$ cat src/rtl/ram_dma_copier_if.sv
// RAM port bundle between the DMA copier (master) and the shared RAM/arbiter (slave).
// The RAM reads combinationally and writes on the clock edge when mem_enw is high.
interface ram_dma_copier_if #(
  parameter int WIDTH = 32
);
  logic             mem_req;
  logic             mem_gnt;
  logic [WIDTH-1:0] mem_address;
  logic [WIDTH-1:0] mem_wdata;
  logic             mem_enw;
  logic [WIDTH-1:0] mem_rdata;

  modport master (
    output mem_req, mem_address, mem_wdata, mem_enw,
    input  mem_gnt, mem_rdata
  );

  modport slave (
    input  mem_req, mem_address, mem_wdata, mem_enw,
    output mem_gnt, mem_rdata
  );
endinterface

$ cat src/rtl/ram_dma_copier.sv
// Word-block DMA copier sharing the RAM port through a req/gnt handshake.
// Define RAM_DMA_STRIDE_EN to add 2-D strided addressing (row_len/src_stride/dst_stride).
module ram_dma_copier #(
  parameter int WIDTH = 32,
  parameter int LEN_W = 16
) (
  input  logic             clk,
  input  logic             rst_n,
  input  logic             start,
  input  logic [WIDTH-1:0] src_addr,
  input  logic [WIDTH-1:0] dst_addr,
  input  logic [LEN_W-1:0] length,
`ifdef RAM_DMA_STRIDE_EN
  input  logic [LEN_W-1:0] row_len,
  input  logic [WIDTH-1:0] src_stride,
  input  logic [WIDTH-1:0] dst_stride,
`endif
  output logic             busy,
  output logic             done,
  ram_dma_copier_if.master mem
);

  typedef enum logic [1:0] {IDLE, RD, WR, FIN} state_t;

  state_t           state_reg, state_next;
  logic [WIDTH-1:0] src_cur_reg, dst_cur_reg;
  logic [LEN_W-1:0] count_reg;
  logic [WIDTH-1:0] buf_reg;
  logic [WIDTH-1:0] src_step, dst_step;

`ifdef RAM_DMA_STRIDE_EN
  logic [LEN_W-1:0] row_len_reg, row_cnt_reg;
  logic [WIDTH-1:0] src_stride_reg, dst_stride_reg;
  logic [WIDTH-1:0] src_base_reg, dst_base_reg;
  logic             row_end;

  // A zero row length disables the row jump, leaving plain linear addressing.
  assign row_end  = (row_len_reg != '0) && (row_cnt_reg == row_len_reg - LEN_W'(1));
  assign src_step = row_end ? src_base_reg + src_stride_reg : src_cur_reg + WIDTH'(1);
  assign dst_step = row_end ? dst_base_reg + dst_stride_reg : dst_cur_reg + WIDTH'(1);
`else
  assign src_step = src_cur_reg + WIDTH'(1);
  assign dst_step = dst_cur_reg + WIDTH'(1);
`endif

  always_ff @(posedge clk) begin
    if (!rst_n) begin
      state_reg <= IDLE;
    end else begin
      state_reg <= state_next;
    end
  end

  always_comb begin
    state_next = state_reg;
    case (state_reg)
      IDLE: begin
        if (start) begin
          state_next = (length == '0) ? FIN : RD;
        end
      end
      RD: begin
        if (mem.mem_gnt) begin
          state_next = WR;
        end
      end
      WR: begin
        if (mem.mem_gnt) begin
          state_next = (count_reg == LEN_W'(1)) ? FIN : RD;
        end
      end
      FIN:     state_next = IDLE;
      default: state_next = IDLE;
    endcase
  end

  always_ff @(posedge clk) begin
    if (!rst_n) begin
      src_cur_reg    <= '0;
      dst_cur_reg    <= '0;
      count_reg      <= '0;
      buf_reg        <= '0;
`ifdef RAM_DMA_STRIDE_EN
      row_len_reg    <= '0;
      row_cnt_reg    <= '0;
      src_stride_reg <= '0;
      dst_stride_reg <= '0;
      src_base_reg   <= '0;
      dst_base_reg   <= '0;
`endif
    end else begin
      case (state_reg)
        IDLE: begin
          if (start && (length != '0)) begin
            src_cur_reg    <= src_addr;
            dst_cur_reg    <= dst_addr;
            count_reg      <= length;
`ifdef RAM_DMA_STRIDE_EN
            row_len_reg    <= row_len;
            row_cnt_reg    <= '0;
            src_stride_reg <= src_stride;
            dst_stride_reg <= dst_stride;
            src_base_reg   <= src_addr;
            dst_base_reg   <= dst_addr;
`endif
          end
        end
        RD: begin
          if (mem.mem_gnt) begin
            buf_reg <= mem.mem_rdata;
          end
        end
        WR: begin
          if (mem.mem_gnt) begin
            src_cur_reg <= src_step;
            dst_cur_reg <= dst_step;
            count_reg   <= count_reg - LEN_W'(1);
`ifdef RAM_DMA_STRIDE_EN
            if (row_end) begin
              src_base_reg <= src_step;
              dst_base_reg <= dst_step;
              row_cnt_reg  <= '0;
            end else begin
              row_cnt_reg  <= row_cnt_reg + LEN_W'(1);
            end
`endif
          end
        end
        default: ;
      endcase
    end
  end

  // Everything below decodes state/registers only; the write strobe alone follows
  // the grant, and is masked by reset so nothing lands on a reset edge.
  assign busy            = (state_reg != IDLE);
  assign done            = (state_reg == FIN);
  assign mem.mem_req     = (state_reg == RD) || (state_reg == WR);
  assign mem.mem_address = (state_reg == RD) ? src_cur_reg :
                           (state_reg == WR) ? dst_cur_reg : '0;
  assign mem.mem_wdata   = (state_reg == WR) ? buf_reg : '0;
  assign mem.mem_enw     = (state_reg == WR) && mem.mem_gnt && rst_n;

endmodule

$ cat src/flat_wrapper.sv
// flat-port wrapper written by rule: the top's interface ports become plain ports
module ram_dma_copier_flat 
#(
  parameter int WIDTH = 32,
  parameter int LEN_W = 16
)
  (clk, rst_n, start, src_addr, dst_addr, length, busy, done, mem_mem_req, mem_mem_address, mem_mem_wdata, mem_mem_enw, mem_mem_gnt, mem_mem_rdata);
  ram_dma_copier_if #(.WIDTH(WIDTH)) mem_i ();
  input  logic clk;
  input  logic rst_n;
  input  logic start;
  input  logic [WIDTH-1:0] src_addr;
  input  logic [WIDTH-1:0] dst_addr;
  input  logic [LEN_W-1:0] length;
  output logic busy;
  output logic done;
  output wire logic [$bits(mem_i.mem_req)-1:0] mem_mem_req;
  output wire logic [$bits(mem_i.mem_address)-1:0] mem_mem_address;
  output wire logic [$bits(mem_i.mem_wdata)-1:0] mem_mem_wdata;
  output wire logic [$bits(mem_i.mem_enw)-1:0] mem_mem_enw;
  input wire logic [$bits(mem_i.mem_gnt)-1:0] mem_mem_gnt;
  input wire logic [$bits(mem_i.mem_rdata)-1:0] mem_mem_rdata;
  assign mem_mem_req = mem_i.mem_req;
  assign mem_mem_address = mem_i.mem_address;
  assign mem_mem_wdata = mem_i.mem_wdata;
  assign mem_mem_enw = mem_i.mem_enw;
  assign mem_i.mem_gnt = mem_mem_gnt;
  assign mem_i.mem_rdata = mem_mem_rdata;
  ram_dma_copier #(.WIDTH(WIDTH), .LEN_W(LEN_W)) u_core (.clk(clk), .rst_n(rst_n), .start(start), .src_addr(src_addr), .dst_addr(dst_addr), .length(length), .busy(busy), .done(done), .mem(mem_i));
endmodule
$ cat config.mk
export PLATFORM = sky130hd
export DESIGN_NAME = ram_dma_copier_flat
export DESIGN_NICKNAME = d
export VERILOG_FILES = /design/src/rtl/ram_dma_copier_if.sv /design/src/rtl/ram_dma_copier.sv /design/src/flat_wrapper.sv
export SDC_FILE = /design/constraint.sdc
export NUM_CORES = 1
export LEC_CHECK = 0
export ABC_CLOCK_PERIOD_IN_PS = 4300
export CAP_MARGIN = 5
export CORE_MARGIN = 4
export CORE_UTILIZATION = 44
export DETAILED_ROUTE_END_ITERATION = 10
export DONT_BUFFER_PORTS = 1
export PLACE_DENSITY = 0.7
export SYNTH_ARGS = -nofsm -noshare
export SYNTH_HDL_FRONTEND = slang
export SYNTH_SLANG_ARGS = --single-unit
$ cat constraint.sdc
create_clock -name clk -period 4.3 [get_ports clk]
set_input_delay 0.645 -clock clk [delete_from_list [all_inputs] [get_ports clk]]
set_output_delay 0.645 -clock clk [all_outputs]
set_load 0.005 [all_outputs]
After elaboration in Yosys (flattened, before gate mapping)
Index checks and enable logic that the tools add are counted.

storage, ports and cells
  logic and storage cells = 46
  input port bits = 116
  register bits after elaboration = 114
  output and inout bits = 68

operators by class
  add/sub/neg operators = 3
  reductions and logical operators = 12
  equality and inequality tests = 8
  multiplexer cells = 18

operator list
  kind                                                count
  two-way mux 32 bit                                  7
  one-hot mux 32 bit (2 select lines)                 2
  adder 32 x 1 -> 32 bit, second input constant       2
  two-way mux 16 bit                                  2
  one-hot mux 16 bit (2 select lines)                 1
  == test 16 x 1 -> 1 bit, second input constant      1
  zero test 16 bit                                    1
  nonzero test 16 bit                                 1
  subtractor 16 x 1 -> 16 bit, second input constant  1
  two-way mux 2 bit                                   5
  one-hot mux 2 bit (4 select lines)                  1
  != test 2 bit, second input constant                3
  AND reduction 3 bit                                 2
  == test 2 bit, second input constant                2
  nonzero test 2 bit                                  2
  logical AND 1 bit                                   3
  == test 2 x 1 -> 1 bit, second input constant       1
  zero test 2 bit                                     1
  != test 2 x 1 -> 1 bit, second input constant       1
  AND reduction 2 bit                                 1
  logical OR 1 bit                                    1

Depth between registers and ports, before layout
Gate-level depths: netlist of the first run.

  depth after elaboration = 4
  gate-level depth with buffers = 10
  depth with buffers taken out = 7

Worst setup path before layout of the first run
OpenSTA, ideal clock, no wires.

  path type = reg-to-output
  start point = reg u_core.state_reg[0]
  end point = out mem_mem_address[7]
  cell stages (with the launch flop) = 9
  arrival = 1.882 ns
  setup slack = 1.773 ns
  required time = 3.655 ns
  path buffers = 4
  path through = dfxtp_1 -> inv_1 -> ha_1 -> clkbuf_1 -> clkbuf_1 -> buf_1 -> clkbuf_1 -> nand2_1 -> o21ai_0

between the ends
  cells in the longest elaborated chain, start to end = 3
  elaborated cells on any way between the ends = 4
  those cells by class = eq/ne: 2; mux: 2

RTL lines
  element                 RTL line               source
  from (decl)             ram_dma_copier.sv:25   state_t state_reg, state_next;
  from (signal assigned)  ram_dma_copier.sv:50   state_reg <= state_next;
  == test 2 bit           ram_dma_copier.sv:140  (state_reg == WR) ? dst_cur_reg : '0;
  two-way mux 32 bit      ram_dma_copier.sv:140
  two-way mux 32 bit (*)  ram_dma_copier.sv:139  assign mem.mem_address = (state_reg == RD) ? src_cur_reg :
  to (decl)               flat_wrapper.sv:18     output wire logic [$bits(mem_i.mem_address)-1:0] mem_mem_address;

Mark *: on every way between the ends. The rest lies on a longest branch, timed or not.

Final worst setup path of the first run
  start point = reg u_core.state_reg[0]
  end point = out mem_mem_wdata[14]

between the ends
  cells in the longest elaborated chain, start to end = 2

RTL lines
  element             RTL line               source
  == test 2 bit       ram_dma_copier.sv:141  assign mem.mem_wdata = (state_reg == WR) ? buf_reg : '0;
  two-way mux 32 bit  ram_dma_copier.sv:141
  to (decl)           flat_wrapper.sv:19     output wire logic [$bits(mem_i.mem_wdata)-1:0] mem_mem_wdata;

No other way between the ends.

==> results of run 1 <==
==> power by group through the flow <==
| stage | sequential, mW | clock, mW | combinational (mW) |
|---|---|---|---|
| 2_1_floorplan | 1.56 | 0 | 1.49 |
| 3_3_place_gp | 1.65 | 0 | 1.87 |
| 3_5_place_dp | 1.67 | 0 | 1.88 |
| 4_1_cts | 1.65 | 1.65 | 1.89 |
| 5_1_grt | 1.70 | 1.70 | 2.12 |
| 6_report | 1.66 | 1.62 | 1.90 |
==> stage by stage <==
stage / worst slack, ns / std cells
finish: 1.09 / 1219
global route: 0.920 / 1217
CTS: 1.08 / 1217
detailed placement: 1.09 / 1185
global placement: 1.04 / 1185
floorplan: 1.77 / 1040
==> layout make-up <==
cell class | instances | area (sq um) | share of cell area [%]
Antenna cell | 2 | 5.00 | 0.0621
Clock buffer | 23 | 508 | 6.31
Clock inverter | 9 | 173 | 2.14
Inverter | 14 | 55.1 | 0.683
Multi-Input combinational cell | 826 | 4650 | 57.7
Sequential cell | 114 | 2280 | 28.3
Tap cell | 216 | 270 | 3.35
Timing Repair Buffer | 15 | 113 | 1.40
==> worst max-delay path, delay by kind of cell, from the launching register on <==
kind	cells	cell delay [ns]
and+or+nand+nor	1	0.22
adders and majority gates	1	0.39
buffers and inverters	3	1.19
DFF	1	0.33
==> cell families (layout without fill, tap and decap cells) <==
group	Yosys count	in the layout	share of synthesized area [%]
AO/OA/AOI/OAI	335	335	27.7
multiplexers	8	8	1.17
other	0	2	0
adder cells (fa/ha/maj)	9	9	1.55
buffers and inverters	100	61	5.43
flip-flops	114	114	31.3
AND/OR/NAND/NOR	474	474	32.8
==> Yosys cell counts, types with 4 or more instances <==
master     number  area (sq um)
a21oi_1       119           596
inv_1          14          52.6
or4_1           8          60.1
and4_1          9          78.8
clkbuf_1       68           255
nor3_1         24           120
o31ai_1         7          52.6
dfxtp_1       114          2280
nor2_1         40           150
o31a_1         13           114
ha_1            9           113
nand4b_1        4          35.0
and2_1         43           269
and4b_1         4          40.0
mux2_2          4          45.0
a21boi_0        8          60.1
nor2b_1        25           156
a31oi_1        15          93.8
nand2_1       207           777
buf_1           6          22.5
nand3_1        26           130
a21o_1          6          45.0
nor4_1         23           144
o32ai_1         4          35.0
buf_2          10          50.1
and3_1         13          81.3
o2bb2ai_1       9          78.8
nand4_1        24           150
mux2i_1         4          40.0
o22ai_1        11          68.8
o21ai_0        95           475
a211oi_1        7          52.6
o21a_1         13          97.6
==> routing by layer <==
layer  wire length (microns)  global-route usage [%]  vias to the layer above  part of all wire [%]
met5                       7                       0                        -                 0.031
met4                     405                    5.82                        2                   1.8
met3                    2290                    7.68                       32                    10
met2                   10200                    36.9                      342                    45
met1                    9980                    32.0                     3506                    44
li1                        -                       -                     3671                     -
==> how the worst max path moves through the flow <==
stage / startpoint / to / slack (ns) / cells past startpoint
3_3_place_gp: length[11] / u_core.dst_cur_reg[8] / 1.04 / 7
2_1_floorplan: u_core.state_reg[0] / mem_mem_address[7] / 1.77 / 8
3_5_place_dp: length[11] / u_core.dst_cur_reg[3] / 1.09 / 7
6_report: u_core.state_reg[0] / mem_mem_wdata[14] / 1.09 / 5
5_1_grt: u_core.state_reg[0] / mem_mem_wdata[14] / 0.92 / 5
4_1_cts: u_core.state_reg[0] / mem_mem_wdata[14] / 1.08 / 5
==> flow_metrics.env, run 1 <==
export IMPL_status="complete, no violations"
export IMPL_cts_resized=0
export IMPL_cts_setup_buffers=0
export IMPL_ys_warnings_count=0
export IMPL_initial_core_util_pct=45.4
export IMPL_rsz0062_at_grt="false"
export IMPL_ys_seq_area_share_pct=31.3
export IMPL_crit_type="reg -> out"
export IMPL_io_buffers=0
export IMPL_p_per_area_mw_per_mm2=644
export IMPL_ir_drop_mv=0.356
export IMPL_overflow=0
export IMPL_cts_tree="built"
export IMPL_switching_power_mw=2.09
export IMPL_grt_max_degree=83
export IMPL_drive_gt1_share_pct=7.29
export IMPL_rrSetupSlack_ns=1.31
export IMPL_combPwrFrac_pct=36.7
export IMPL_synth_edf_count=0
export IMPL_post_route_drc_count=0
export IMPL_cts_sinks=114
export IMPL_vias_per_cell=6.20
export IMPL_nFillCells=1567
export IMPL_final_area_sq_mm=0.00806
export IMPL_hp_class="in -> reg"
export IMPL_insertion_delay_ns=0.41
export IMPL_sw_frac_of_total_pct=40.4
export IMPL_crit_chain="inv_1 -> ha_4 -> buf_4 -> buf_4 -> and2_1"
export IMPL_worstMarginPinSlew_ns=1.15
export IMPL_ctsHoldBuffers=0
export IMPL_grt_pass1_vias=6728
export IMPL_clockRootBuffer="clkbuf_16"
export IMPL_synth_net_count=1165
export IMPL_async_flop_share_pct=0
export IMPL_routed_wl_microns=22900
export IMPL_cp_slowest_stage_delay_ns=0.56
export IMPL_slew_headroom_pct=22.0
export IMPL_syn_to_final_growth_pct=10.6
export IMPL_total_power_mw=5.19
export IMPL_clock_path_buffers=2
export IMPL_slew_violations=0
export IMPL_layout_nets=1113
export IMPL_min_to="u_core.count_reg[6]"
export IMPL_cap_viol_max_count=0
export IMPL_ant_nets=0
export IMPL_core_sq_mm=0.0161
export IMPL_rows=46
export IMPL_setup_tns_final_ns=0
export IMPL_hold_viol=0
export IMPL_hold_path_cell_count=1
export IMPL_netlist_area_sq_mm=0.00729
export IMPL_cts_buffers=17
export IMPL_critical_path_arrival_ns=2.56
export IMPL_placed_area_sq_mm=0.00737
export IMPL_drt_pass1_iterations=5
export IMPL_p_leak_nw=2.74
export IMPL_path_clk_slew_ns=0.06
export IMPL_grt_total_usage_pct=23.7
export IMPL_power_frac_clock_pct=31.3
export IMPL_num_io_pins=184
export IMPL_grt_first_pass_wirelength_microns=35500
export IMPL_fin_crit_ns=3.21
export IMPL_power_frac_seq_pct=32.0
export IMPL_worst_setup_path_start_kind="flip-flop"
export IMPL_synth_seq_cells=114
export IMPL_postSynthCellCount=1040
export IMPL_cp_max_fo=61
export IMPL_ys_types=66
export IMPL_first_iter_violations=798
export IMPL_dieWidth_microns=137
export IMPL_vias=7553
export IMPL_worst_r2r_startpoint="u_core.state_reg[0]"
export IMPL_finalSetupViolCount=0
export IMPL_place_congestion=0.865
export IMPL_critPathRequiredTime_ns=3.65
export IMPL_final_cell_mix="207 x nand2_1, 119 x a21oi_1, 114 x dfxtp_1"
export IMPL_fin_util_pct=50.2
export IMPL_avgSynthCellArea_sq_um=7.01
export IMPL_mostFrequentLayoutCell="nand2_1"
export IMPL_r2r_end="u_core.src_cur_reg[6]"
export IMPL_dominantRegCellSynth="dfxtp_1"
export IMPL_antenna_found_initial=1
export IMPL_max_freq_mhz=312
export IMPL_die_area_sq_mm=0.0187
export IMPL_internal_power_mw=3.09
export IMPL_holdCritStartpoint="rst_n"
export IMPL_detail_route_wl_per_cell_microns=18.7
export IMPL_fin_crit_sh_pct=74.6
export IMPL_cp_slowest_cell="buf_4"
export IMPL_crit_top_cell="buf_4"
export IMPL_place_hpwl_microns=15600
export IMPL_die_h_microns=137
export IMPL_skew_ns=0.00860
export IMPL_r2r_cells=8
export IMPL_hold_slack_ns=0.359
export IMPL_cp_end_kind="output port"
export IMPL_ctsHtreeMaxLevel=4
Power figures use the tool's default switching activity.
==> inputs of run 2 (changes only) <==
ABC_CLOCK_PERIOD_IN_PS = 2580   (was 4300)
PLACE_DENSITY = 0.72   (was 0.7)
clock period = 2.58 ns   (was 4.3 ns; I/O delays follow)
==> flow_metrics.env, run 2 (synthesized netlist as in run 1, its figures left out) <==
export IMPL_cap_viol_max_count=0
export IMPL_placed_cells=1205
export IMPL_r2r_cells=7
export IMPL_detail_route_wl_per_cell_microns=18.7
export IMPL_holdCritStartpoint="rst_n"
export IMPL_power_frac_clock_pct=29.6
export IMPL_grt_max_degree=109
export IMPL_routed_wl_met3_microns=2290
export IMPL_rows=46
export IMPL_vias_per_cell=6.14
export IMPL_hold_path_cell_count=1
export IMPL_sw_frac_of_total_pct=40.4
export IMPL_cp_end_kind="output port"
export IMPL_clockRootBuffer="clkbuf_16"
export IMPL_ir_drop_mv=0.461
export IMPL_die_area_sq_mm=0.0187
export IMPL_worst_r2r_startpoint="u_core.state_reg[0]"
export IMPL_power_frac_seq_pct=31.4
export IMPL_worst_setup_path_start_kind="flip-flop"
export IMPL_cp_slowest_stage_delay_ns=0.68
export IMPL_ctsHoldBuffers=0
export IMPL_critPathRequiredTime_ns=2.19
export IMPL_max_freq_mhz=404
export IMPL_switching_power_mw=3.56
export IMPL_place_congestion=0.899
export IMPL_timing_final_ws_setup_ns=0.107
export IMPL_dieWidth_microns=137
export IMPL_slew_headroom_pct=50.6
export IMPL_final_cells=1240
export IMPL_overflow=0
export IMPL_hp_class="in -> reg"
export IMPL_mostFrequentLayoutCell="nand2_1"
export IMPL_hold_viol=0
export IMPL_crit_chain="inv_1 -> ha_2 -> buf_12 -> nand2_1 -> o21ai_0"
export IMPL_skew_ns=0.00820
export IMPL_die_h_microns=137
export IMPL_internal_power_mw=5.24
export IMPL_fin_crit_ns=2.47
export IMPL_vias=7615
export IMPL_io_buffers=0
export IMPL_layout_nets=1133
export IMPL_drt_pass1_iterations=6
export IMPL_cts_setup_buffers=0
export IMPL_core_sq_mm=0.0161
export IMPL_top_layer_used="met5"
export IMPL_ant_nets=0
export IMPL_combPwrFrac_pct=38.9
export IMPL_r2r_end="u_core.dst_cur_reg[27]"
export IMPL_num_io_pins=184
export IMPL_routed_wl_microns=23200
export IMPL_wl_met2_microns=10600
export IMPL_syn_to_final_growth_pct=13.2
export IMPL_critical_path_arrival_ns=2.09
export IMPL_first_iter_violations=816
export IMPL_grt_pass1_vias=7034
export IMPL_crit_type="reg -> out"
export IMPL_path_clk_slew_ns=0.05
export IMPL_cp_max_fo=36
export IMPL_p_leak_nw=2.85
export IMPL_finalSetupViolCount=0
export IMPL_total_power_mw=8.80
export IMPL_cts_tree="built"
export IMPL_final_cell_mix="207 x nand2_1, 119 x a21oi_1, 114 x dfxtp_1"
export IMPL_cts_buffers=17
export IMPL_ctsHtreeMaxLevel=4
export IMPL_drt_met1_wl_microns=9730
export IMPL_hold_slack_ns=0.102
export IMPL_p_per_area_mw_per_mm2=1070
export IMPL_antenna_found_initial=4
export IMPL_worstMarginPinSlew_ns=0.741
export IMPL_cp_slowest_cell="ha_2"
export IMPL_status="complete, no violations"
export IMPL_drive_gt1_share_pct=8.91
export IMPL_grt_first_pass_wirelength_microns=36700
export IMPL_place_hpwl_microns=16100
export IMPL_dpl_worst_slack_ns=0.267
export IMPL_grt_total_usage_pct=24.5
export IMPL_slew_violations=0
export IMPL_rrSetupSlack_ns=0.23
export IMPL_clock_path_buffers=2
export IMPL_post_route_drc_count=0
export IMPL_min_to="u_core.dst_cur_reg[8]"
export IMPL_rsz0062_at_grt="true"
export IMPL_fin_crit_sh_pct=95.9
export IMPL_cts_sinks=114
export IMPL_insertion_delay_ns=0.41
export IMPL_initial_core_util_pct=45.4
## run 2: metrics by stage
stage / util (%) / TNS [ns] / area (sq um)
global route: 51.4 / -0.123 / 8250
global placement: 47.2 / 0 / 7580
CTS: 51.3 / 0 / 8230
detailed placement: 47.2 / 0 / 7580
finish: 51.4 / 0 / 8250
floorplan: - / 0 / 7290
## run 2: power groups by stage
stage          clock network [mW]  registers [mW]  logic, mW
2_1_floorplan                   0            2.59       2.49
3_3_place_gp                    0            2.75       3.32
3_5_place_dp                    0            2.76       3.36
4_1_cts                      2.63            2.73       3.39
5_1_grt                      2.72            2.83       3.83
6_report                     2.61            2.76       3.43
## run 2: what timing repair did
item                                    4_1_cts  5_1_grt
endpoints found under the setup margin        5        6
gates cloned                                  0        0
resized for setup                             2        2
## run 2: worst max-delay path, delay by kind of cell, from the launching register on
kind,cells,cell delay (ns)
AO/OA/AOI/OAI,1,0.18
adder cells (fa/ha/maj),1,0.68
flip-flops,1,0.35
AND/OR/NAND/NOR,1,0.07
buffers and inverters,2,0.38
## run 2: how the worst max path moves through the flow
stage / start / to / slack (ns)
floorplan: u_core.state_reg[0] / mem_mem_address[7] / 0.31
global placement: u_core.state_reg[0] / u_core.src_cur_reg[30] / 0.30
detailed placement: u_core.state_reg[0] / mem_mem_address[23] / 0.27
CTS: u_core.state_reg[0] / mem_mem_address[23] / 0.009
global route: u_core.state_reg[1] / mem_mem_address[12] / -0.04
finish: u_core.state_reg[1] / mem_mem_address[12] / 0.11
## run 2: metal layers
metal	track usage, %	up-vias
met2	38.5	365
li1	-	3700
met3	7.68	46
met4	8.90	2
met1	31.7	3502
met5	0	-
## run 2: cell type report
cell class / count / area [sq um]
timing repair buffer: 35 / 338
antenna: 3 / 7.51
clock inverter: 11 / 183
multi-input combinational: 826 / 4650
tap: 216 / 270
fill: 1523 / 7810
sequential: 114 / 2280
clock buffer: 21 / 460
inverter: 14 / 57.6
